===== config.mk =====
export PLATFORM = sky130hd
export DESIGN_NAME = bram_mac_stage_flat
export DESIGN_NICKNAME = d
export VERILOG_FILES = /design/src/rtl/bram_mac_if.sv /design/src/rtl/bram_mac_stage.sv /design/src/flat_wrapper.sv
export SDC_FILE = /design/constraint.sdc
export NUM_CORES = 1
export LEC_CHECK = 0
export CORE_ASPECT_RATIO = 1.5
export CORE_MARGIN = 1.5
export CORE_UTILIZATION = 55
export CTS_BUF_LIST = sky130_fd_sc_hd__clkbuf_4 sky130_fd_sc_hd__clkbuf_8 sky130_fd_sc_hd__clkbuf_16
export CTS_CLUSTER_DIAMETER = 40
export CTS_CLUSTER_SIZE = 20
export DETAILED_ROUTE_END_ITERATION = 16
export DONT_BUFFER_PORTS = 1
export PLACE_DENSITY = 0.7
export SYNTH_ARGS = -nofsm -noshare
export SYNTH_HDL_FRONTEND = slang
export SYNTH_SLANG_ARGS = --single-unit

===== constraint.sdc =====
create_clock -name clk -period 4.9 [get_ports clk]
set_clock_uncertainty 0.05 [all_clocks]
set_input_delay 0.98 -clock clk [delete_from_list [all_inputs] [get_ports clk]]
set_output_delay 0.98 -clock clk [all_outputs]
set_load 0.02 [all_outputs]

===== src/rtl/bram_mac_if.sv =====
// bram_mac_if
//   Bundles the control-unit issue port, the host load port and the
//   valid/ready result port of bram_mac_stage.
//   master : the environment (control unit, host loader, result consumer)
//   slave  : bram_mac_stage
// Signals
//   enable_cu, write_mode, address      : read-issue from the control unit
//   wr_en, wr_addr, wr_data_a, wr_data_b: host load of operand memories A/B
//   result, result_valid, result_ready  : dot-product hand-off
//   busy, overrun                       : status
interface bram_mac_if #(
  parameter int BRAM_DEPTH = 2,
  parameter int DATA_W     = 8,
  parameter int ACC_W      = 2*DATA_W + BRAM_DEPTH
);
  // A zero-bit address is not representable; a frame of one still needs a port.
  localparam int AW = (BRAM_DEPTH > 0) ? BRAM_DEPTH : 1;

  logic                     enable_cu;
  logic                     write_mode;
  logic        [AW-1:0]     address;
  logic                     wr_en;
  logic        [AW-1:0]     wr_addr;
  logic signed [DATA_W-1:0] wr_data_a;
  logic signed [DATA_W-1:0] wr_data_b;
  logic signed [ACC_W-1:0]  result;
  logic                     result_valid;
  logic                     result_ready;
  logic                     busy;
  logic                     overrun;

  modport master (
    output enable_cu, write_mode, address,
    output wr_en, wr_addr, wr_data_a, wr_data_b,
    output result_ready,
    input  result, result_valid, busy, overrun
  );

  modport slave (
    input  enable_cu, write_mode, address,
    input  wr_en, wr_addr, wr_data_a, wr_data_b,
    input  result_ready,
    output result, result_valid, busy, overrun
  );
endinterface


===== src/rtl/bram_mac_stage.sv =====
// bram_mac_stage
//   Compute stage behind the control unit. Two host-loaded operand memories
//   A and B are read in lockstep at the control-unit address; the signed
//   products of one frame (2**BRAM_DEPTH reads) are summed and the dot product
//   is handed off on a valid/ready port.
// Ports
//   clk   : clock
//   reset : synchronous, active-high
//   bus   : bram_mac_if.slave (issue, host load, result hand-off, status)
module bram_mac_stage #(
  parameter int BRAM_DEPTH = 2,
  parameter int DATA_W     = 8,
  parameter int ACC_W      = 2*DATA_W + BRAM_DEPTH
) (
  input  logic     clk,
  input  logic     reset,
  bram_mac_if.slave bus
);

  localparam int            DEPTH = 1 << BRAM_DEPTH;
  localparam int            CW    = BRAM_DEPTH + 1;
  localparam logic [CW-1:0] LAST  = CW'(DEPTH - 1);

  typedef enum logic [1:0] {IDLE, ACCUM, DRAIN, DONE} state_t;

  function automatic logic signed [2*DATA_W-1:0] mul_s(
    input logic signed [DATA_W-1:0] a,
    input logic signed [DATA_W-1:0] b
  );
    logic signed [2*DATA_W-1:0] ea;
    logic signed [2*DATA_W-1:0] eb;
    ea = {{DATA_W{a[DATA_W-1]}}, a};
    eb = {{DATA_W{b[DATA_W-1]}}, b};
    return ea * eb;
  endfunction

  function automatic logic signed [ACC_W-1:0] sext_prod(
    input logic signed [2*DATA_W-1:0] p
  );
    return {{(ACC_W-2*DATA_W){p[2*DATA_W-1]}}, p};
  endfunction

  state_t                   r_state;
  logic        [CW-1:0]     r_count;
  logic                     r_vld_p0;
  logic                     r_vld_p1;
  logic signed [DATA_W-1:0] r_mem_a [DEPTH];
  logic signed [DATA_W-1:0] r_mem_b [DEPTH];
  logic signed [DATA_W-1:0] r_a_p0;
  logic signed [DATA_W-1:0] r_b_p0;
  logic signed [2*DATA_W-1:0] r_prod_p1;
  logic signed [ACC_W-1:0]  r_acc_p2;
  logic signed [ACC_W-1:0]  r_result;
  logic                     r_result_valid;
  logic                     r_overrun;

  logic w_issue;
  logic w_accept;
  logic w_wr;

  assign w_issue  = bus.enable_cu & ~bus.write_mode;
  assign w_accept = w_issue & ((r_state == IDLE) | (r_state == ACCUM));
  // Memories are frozen while a frame is in flight so one frame sees one data set.
  assign w_wr     = bus.wr_en & ((r_state == IDLE) | (r_state == DONE));

  always_ff @(posedge clk) begin
    if (w_wr) begin
      r_mem_a[bus.wr_addr] <= bus.wr_data_a;
      r_mem_b[bus.wr_addr] <= bus.wr_data_b;
    end
  end

  always_ff @(posedge clk) begin
    // p0: read-first registered operands
    r_a_p0    <= r_mem_a[bus.address];
    r_b_p0    <= r_mem_b[bus.address];
    // p1: signed product
    r_prod_p1 <= mul_s(r_a_p0, r_b_p0);
    // p2: accumulate; cleared by the issue that opens a frame
    if ((r_state == IDLE) && w_issue)
      r_acc_p2 <= '0;
    else if (r_vld_p1)
      r_acc_p2 <= r_acc_p2 + sext_prod(r_prod_p1);
  end

  always_ff @(posedge clk) begin
    if (reset) begin
      r_state        <= IDLE;
      r_count        <= '0;
      r_vld_p0       <= 1'b0;
      r_vld_p1       <= 1'b0;
      r_result       <= '0;
      r_result_valid <= 1'b0;
      r_overrun      <= 1'b0;
    end else begin
      r_vld_p0 <= w_accept;
      r_vld_p1 <= r_vld_p0;
      case (r_state)
        IDLE: begin
          if (w_issue) begin
            r_count <= CW'(1);
            r_state <= (BRAM_DEPTH == 0) ? DRAIN : ACCUM;
          end
        end
        ACCUM: begin
          if (w_issue) begin
            r_count <= r_count + 1'b1;
            if (r_count == LAST)
              r_state <= DRAIN;
          end
        end
        DRAIN: begin
          if (w_issue)
            r_overrun <= 1'b1;
          // Once the product stage is empty the last add has already landed in acc.
          if (!r_vld_p0 && !r_vld_p1) begin
            r_result       <= r_acc_p2;
            r_result_valid <= 1'b1;
            r_state        <= DONE;
          end
        end
        DONE: begin
          if (w_issue)
            r_overrun <= 1'b1;
          if (bus.result_ready) begin
            r_result_valid <= 1'b0;
            r_state        <= IDLE;
          end
        end
        default: r_state <= IDLE;
      endcase
    end
  end

  assign bus.result       = r_result;
  assign bus.result_valid = r_result_valid;
  assign bus.busy         = (r_state == ACCUM) | (r_state == DRAIN);
  assign bus.overrun      = r_overrun;

endmodule


===== src/flat_wrapper.sv =====
// flat-port wrapper written by rule: the top's interface ports become plain ports
module bram_mac_stage_flat 
#(
  parameter int BRAM_DEPTH = 2,
  parameter int DATA_W     = 8,
  parameter int ACC_W      = 2*DATA_W + BRAM_DEPTH
)
  (clk, reset, bus_enable_cu, bus_write_mode, bus_address, bus_wr_en, bus_wr_addr, bus_wr_data_a, bus_wr_data_b, bus_result_ready, bus_result, bus_result_valid, bus_busy, bus_overrun);
  bram_mac_if #(.BRAM_DEPTH(BRAM_DEPTH), .DATA_W(DATA_W), .ACC_W(ACC_W)) bus_i ();
  input  logic clk;
  input  logic reset;
  input wire logic [$bits(bus_i.enable_cu)-1:0] bus_enable_cu;
  input wire logic [$bits(bus_i.write_mode)-1:0] bus_write_mode;
  input wire logic [$bits(bus_i.address)-1:0] bus_address;
  input wire logic [$bits(bus_i.wr_en)-1:0] bus_wr_en;
  input wire logic [$bits(bus_i.wr_addr)-1:0] bus_wr_addr;
  input wire logic [$bits(bus_i.wr_data_a)-1:0] bus_wr_data_a;
  input wire logic [$bits(bus_i.wr_data_b)-1:0] bus_wr_data_b;
  input wire logic [$bits(bus_i.result_ready)-1:0] bus_result_ready;
  output wire logic [$bits(bus_i.result)-1:0] bus_result;
  output wire logic [$bits(bus_i.result_valid)-1:0] bus_result_valid;
  output wire logic [$bits(bus_i.busy)-1:0] bus_busy;
  output wire logic [$bits(bus_i.overrun)-1:0] bus_overrun;
  assign bus_i.enable_cu = bus_enable_cu;
  assign bus_i.write_mode = bus_write_mode;
  assign bus_i.address = bus_address;
  assign bus_i.wr_en = bus_wr_en;
  assign bus_i.wr_addr = bus_wr_addr;
  assign bus_i.wr_data_a = bus_wr_data_a;
  assign bus_i.wr_data_b = bus_wr_data_b;
  assign bus_i.result_ready = bus_result_ready;
  assign bus_result = bus_i.result;
  assign bus_result_valid = bus_i.result_valid;
  assign bus_busy = bus_i.busy;
  assign bus_overrun = bus_i.overrun;
  bram_mac_stage #(.BRAM_DEPTH(BRAM_DEPTH), .DATA_W(DATA_W), .ACC_W(ACC_W)) u_core (.clk(clk), .reset(reset), .bus(bus_i));
endmodule

# == Yosys cells after proc, flatten, opt, wreduce, memory -nomap -nowiden ==
# Memory sizes are Yosys's and may differ from the RTL's. A register that Yosys moved wholly into a read port is not among the register bits.
# Index checks and enable logic that the tools add are counted.
# word_totals
register_bits,61
mem_bits_rw,64
input_bits,26
out_inout_bits,21
elab_cells,57
memories,2
# memory_table
memory,words,word_bits,read_ports,rd_ports_with_merged_regs,write_ports,line_no,source
u_core.r_mem_a,4,8,1,1,1,bram_mac_stage.sv:47,logic signed [DATA_W-1:0] r_mem_a [DEPTH];
u_core.r_mem_b,4,8,1,1,1,bram_mac_stage.sv:48,logic signed [DATA_W-1:0] r_mem_b [DEPTH];
# op_classes
addsub,2
multipliers,1
eq_ne,9
muxes,14
bitwise_logic,7
n_reduce_logical,13
# op_table
operator,count
adder 18 x 16 -> 18 bit,1
multiplier 8 x 8 -> 16 bit,1
2-to-1 mux 2 bit,5
case mux 2 bit (4 select lines),1
2-to-1 mux 3 bit,2
inequality test 2 x 1 -> 1 bit (second input constant),3
case mux 3 bit (2 select lines),1
AND reduction 3 bit,2
AND reduction 5 bit,1
== test 2 bit (second input constant),2
2-to-1 mux 1 bit,4
inequality test 2 bit (second input constant),2
AND reduction 2 bit,2
nonzero test 2 bit,2
adder 3 x 1 -> 3 bit (second input constant),1
bitwise AND 1 bit,3
== test 3 x 2 -> 1 bit (second input constant),1
bitwise OR 1 bit,3
== test 2 x 1 -> 1 bit (second input constant),1
logical AND 1 bit,2
zero test 1 bit,2
zero test 2 bit,1
case mux 1 bit (2 select lines),1
OR reduction 2 bit,1
NOT 1 bit,1

# == Longest topological paths before layout ==
# depth
word_depth,5
depth_mapped,16
ltp_nobuf,16

# == Least setup slack after synthesis ==
# OpenSTA, ideal clock, no wires.
# synth_path
kind,register to register
startpoint,register u_core.r_a_p0[3] (read register of u_core.r_mem_a)
endpoint,register u_core.r_prod_p1[15]
setup_time_ns,0.122
t_arrival_ns,4.105
t_required_ns,4.728
setup_slack_ns,0.622
stages_incl_launch_ff,17
period_less_slack_ns,4.278
cell_sequence,dfxtp_1 > and2_1 > fa_1 > inv_1 > fa_1 > inv_1 > fa_1 > inv_1 > fa_1 > inv_1 > ha_1 > o21ai_0 > o21ai_0 > a2111o_1 > a221oi_2 > o21ai_0 > xnor2_1
# synth_via
elab_chain_len,1
# synth_rtl
item,line_no,source
start: declaration,bram_mac_stage.sv:49,logic signed [DATA_W-1:0] r_a_p0;
multiplier 8 x 8 -> 16 bit,bram_mac_stage.sv:34,return ea * eb;
end signal: assignment,bram_mac_stage.sv:78,"r_prod_p1 <= mul_s(r_a_p0, r_b_p0);"
end: declaration,bram_mac_stage.sv:51,logic signed [2*DATA_W-1:0] r_prod_p1;
# Every way passes these cells.
# A chain may end at the register's enable or synchronous reset.

# == Worst setup path after layout ==
# Ends and elaborated chain as after synthesis.

==> results.toml <==
[worst_setup_path]
critical_path.max_stage_delay_ns = 0.54
crit_chain = "and2_1, fa_1, inv_1, fa_1, inv_1, fa_1, inv_1, fa_1, inv_1, ha_1, o21ai_0, o21ai_0, a2111o_1, a221oi_2, o21ai_0, xnor2_1"
cp_num_buf_inv = 4
crit_slowest_cell = "fa_1"
timing.rr.start = "u_core.r_a_p0[3]$_DFF_P_"
cp.arrival_ns = 4.86
required_ns = 5.14
criticalPathCategory = "flip-flop to flip-flop"
crit_fanout = 8
crit_start = "u_core.r_a_p0[3]$_DFF_P_"
crit_family = "adder cells"
end_kind = "flip-flop"
crit_path_start_kind = "flip-flop"

[layout]
drive_above_1_share_pct = 7.81
multi_input_area_um2 = 4150
area_growth_pct = 10.2
n_fill_cell = 1143
seqCellArea_um2 = 3460
antenna_cells = 0
finalNetCount = 864
utilization_pct = 62.6

[yosys]
ys_seq_area_share_pct = 43.2
synth-warning-count = 0
syn_avg_cell_area_um2 = 11.1
syn-num-nets = 858
synth_area_um2 = 8020
synth_top_area_share_pct = 24.0
netlist-cell-type-count = 60
synthFlopType = "dfxtp_1"
synth-seq-cells = 141
synth_edf_count = 64
synth_top_cell_by_area = "edfxtp_1"
synth-async-reset-ratio_pct = 0
synth.area.top_cells = "edfxtp_1, dfxtp_1, fa_1"
postSynthCellCount = 724

[global_routing]
grt_usage_pct = 21.3
use_met3_pct = 2.68
grt.busiest_layer = "met2"
first_global_vias = 5428
use_met2_pct = 41.6
gr-total-overflow = 0
antenna_found_initial = 0
grt_use_met1_pct = 21.9
grt_max_degree = 28
grt_pass1_wl_um = 25100

[placed_design]
numPortBuffers = 0
dp_hpwl_um = 11700
finalWeightedCongestion = 0.853

[power_and_ir_drop]
p_per_area_nw_per_um2 = 739
p_leak_uw = 0.00364
ir_drop_mv = 0.358

[sta]
slew_headroom_pct = 45.0
final.setup.tns_ns = 0
finalCritPeriodShare_pct = 94.1
hold_ws_ns = 0.405
setup_violations = 0
rsz0062_at_grt = "no"
hold_viol = 0
period_minus_slack_ns = 4.61
fmax_ghz = 0.217
worstMarginPinSlew_ns = 0.825
drv_slew = 0

[run_status]
status = "completed"

[route]
drt_iter0_drc = 129
dr.pass1.iters = 4
wl_per_cell_um = 15.7
wl_um = 14700
drc = 0
ant_nets = 0
viasPerCell = 5.45
vias = 5092

[clock_network]
cts_buffers = 17
holdBufCountCts = 0
clockBufferDepth = 2
htree_levels = 4
clk_pin_slew_ns = 0.07
postCtsSetupRepairBufs = 0
post_cts_resized = 0
cts-root-buf = "clkbuf_16"
clock_latency_ns = 0.41
cts_tree = "built"
numClockSinks = 141

[hold_path]
min-delay-start = "u_core.r_acc_p2[17]$_SDFFE_PP0P_"
worst_hold_path_type = "flip-flop to flip-flop"

[floorplan]
num_rows = 53
core_um2 = 14100
pin_count = 47
dieHeight_um = 151
start_util_pct = 56.8
die_area_um2 = 15300
die_w_um = 102

[job]
drv_cap = 0
==> synth_stat cells, drive strengths merged (3+ instances only) <==
cell type   n
nand3b      3
xnor2      17
o21ai      25
dfxtp      77
nand2      80
nand3       6
o211ai      5
o21a        4
clkbuf     15
xor2        5
and3        3
nor3       12
mux4       16
o2111ai     3
mux2i       8
a211oi      6
inv        93
ha         52
a31oi       3
edfxtp     64
a21o        8
nor2b       7
nor2       31
nand2b      4
and2       44
fa         56
a21oi      44
==> power breakdown <==
group          switching, uW  leakage, uW  internal [uW]
clock network            549     0.000300            779
registers                155      0.00122           1500
logic                   1980      0.00212           1570
==> cells in the final DEF (no fill, tap or decap), types with 7 or more instances in the layout <==
cell type,instances
inv_1,93
nand2_1,80
dfxtp_1,77
edfxtp_1,64
fa_1,56
ha_1,52
a21oi_1,44
and2_1,43
nor2_1,31
o21ai_0,23
xnor2_1,17
clkbuf_16,17
mux4_2,16
nor3_1,12
mux2i_1,8
nor2b_1,7
a21o_1,7
==> cells by family after synthesis <==
family / share of synthesized area (%)
and+or+nand+nor: 12.4
DFF: 43.2
AOI/OAI and AO/OA: 9.37
adders and majority gates: 22.1
xor gates and xnor gates: 2.40
muxes: 5.49
buffers and inverters: 5.12
==> layer usage <==
metal  vias to the layer above  wire length, um
met4                         0              403
met3                        24              338
met2                        89             8610
met5                         -                0
met1                      2487             5370
li1                       2492                -
==> sequential cells by signal, summed over array words and instances (netlist names) <==
register	flops
u_core.bus.overrun	1
u_core.bus.result	18
u_core.bus.result_valid	1
u_core.r_a_p0	8
u_core.r_acc_p2	18
u_core.r_b_p0	8
u_core.r_count	3
u_core.r_mem_a	32
u_core.r_mem_b	32
u_core.r_prod_p1	16
u_core.r_state	2
u_core.r_vld_p0	1
u_core.r_vld_p1	1
==> layout make-up <==
cell class                      count  share of cell area [%]
Inverter                           93                    3.95
Tap cell                          192                    2.72
Multi-Input combinational cell    474                    47.0
Clock buffer                       17                    4.81
Sequential cell                   141                    39.2
Clock inverter                     15                    2.15
Timing Repair Buffer                3                   0.255
==> tightest hold or removal path, cell delays in order (launching register included) <==
cell	delay (ns)
dfxtp_1	0.32
nand2_1	0.06
a21oi_1	0.05
==> metrics by stage <==
| stage | power (uW) | setup WS [ns] | instance area [um^2] | instances |
|---|---|---|---|---|
| floorplan | 4540 | 0.622 | 8020 | 724 |
| global placement | 5080 | 0.398 | 8230 | 903 |
| detailed placement | 5240 | 0.268 | 8230 | 903 |
| CTS | 6600 | 0.255 | 8840 | 935 |
| global route | 7170 | 0.0590 | 8840 | 935 |
| finish | 6530 | 0.289 | 8840 | 935 |
==> final timing paths <==
path              depth (start not counted)  slack (ns)                                 end
setup / recovery                         16        0.29        u_core.r_prod_p1[15]$_DFF_P_
setup reg to reg                         16        0.29        u_core.r_prod_p1[15]$_DFF_P_
hold reg to reg                           2        0.41  u_core.bus.result[17]$_SDFFE_PP0P_
hold / removal                            2        0.41  u_core.bus.result[17]$_SDFFE_PP0P_
(Power assumes the default switching activity.)
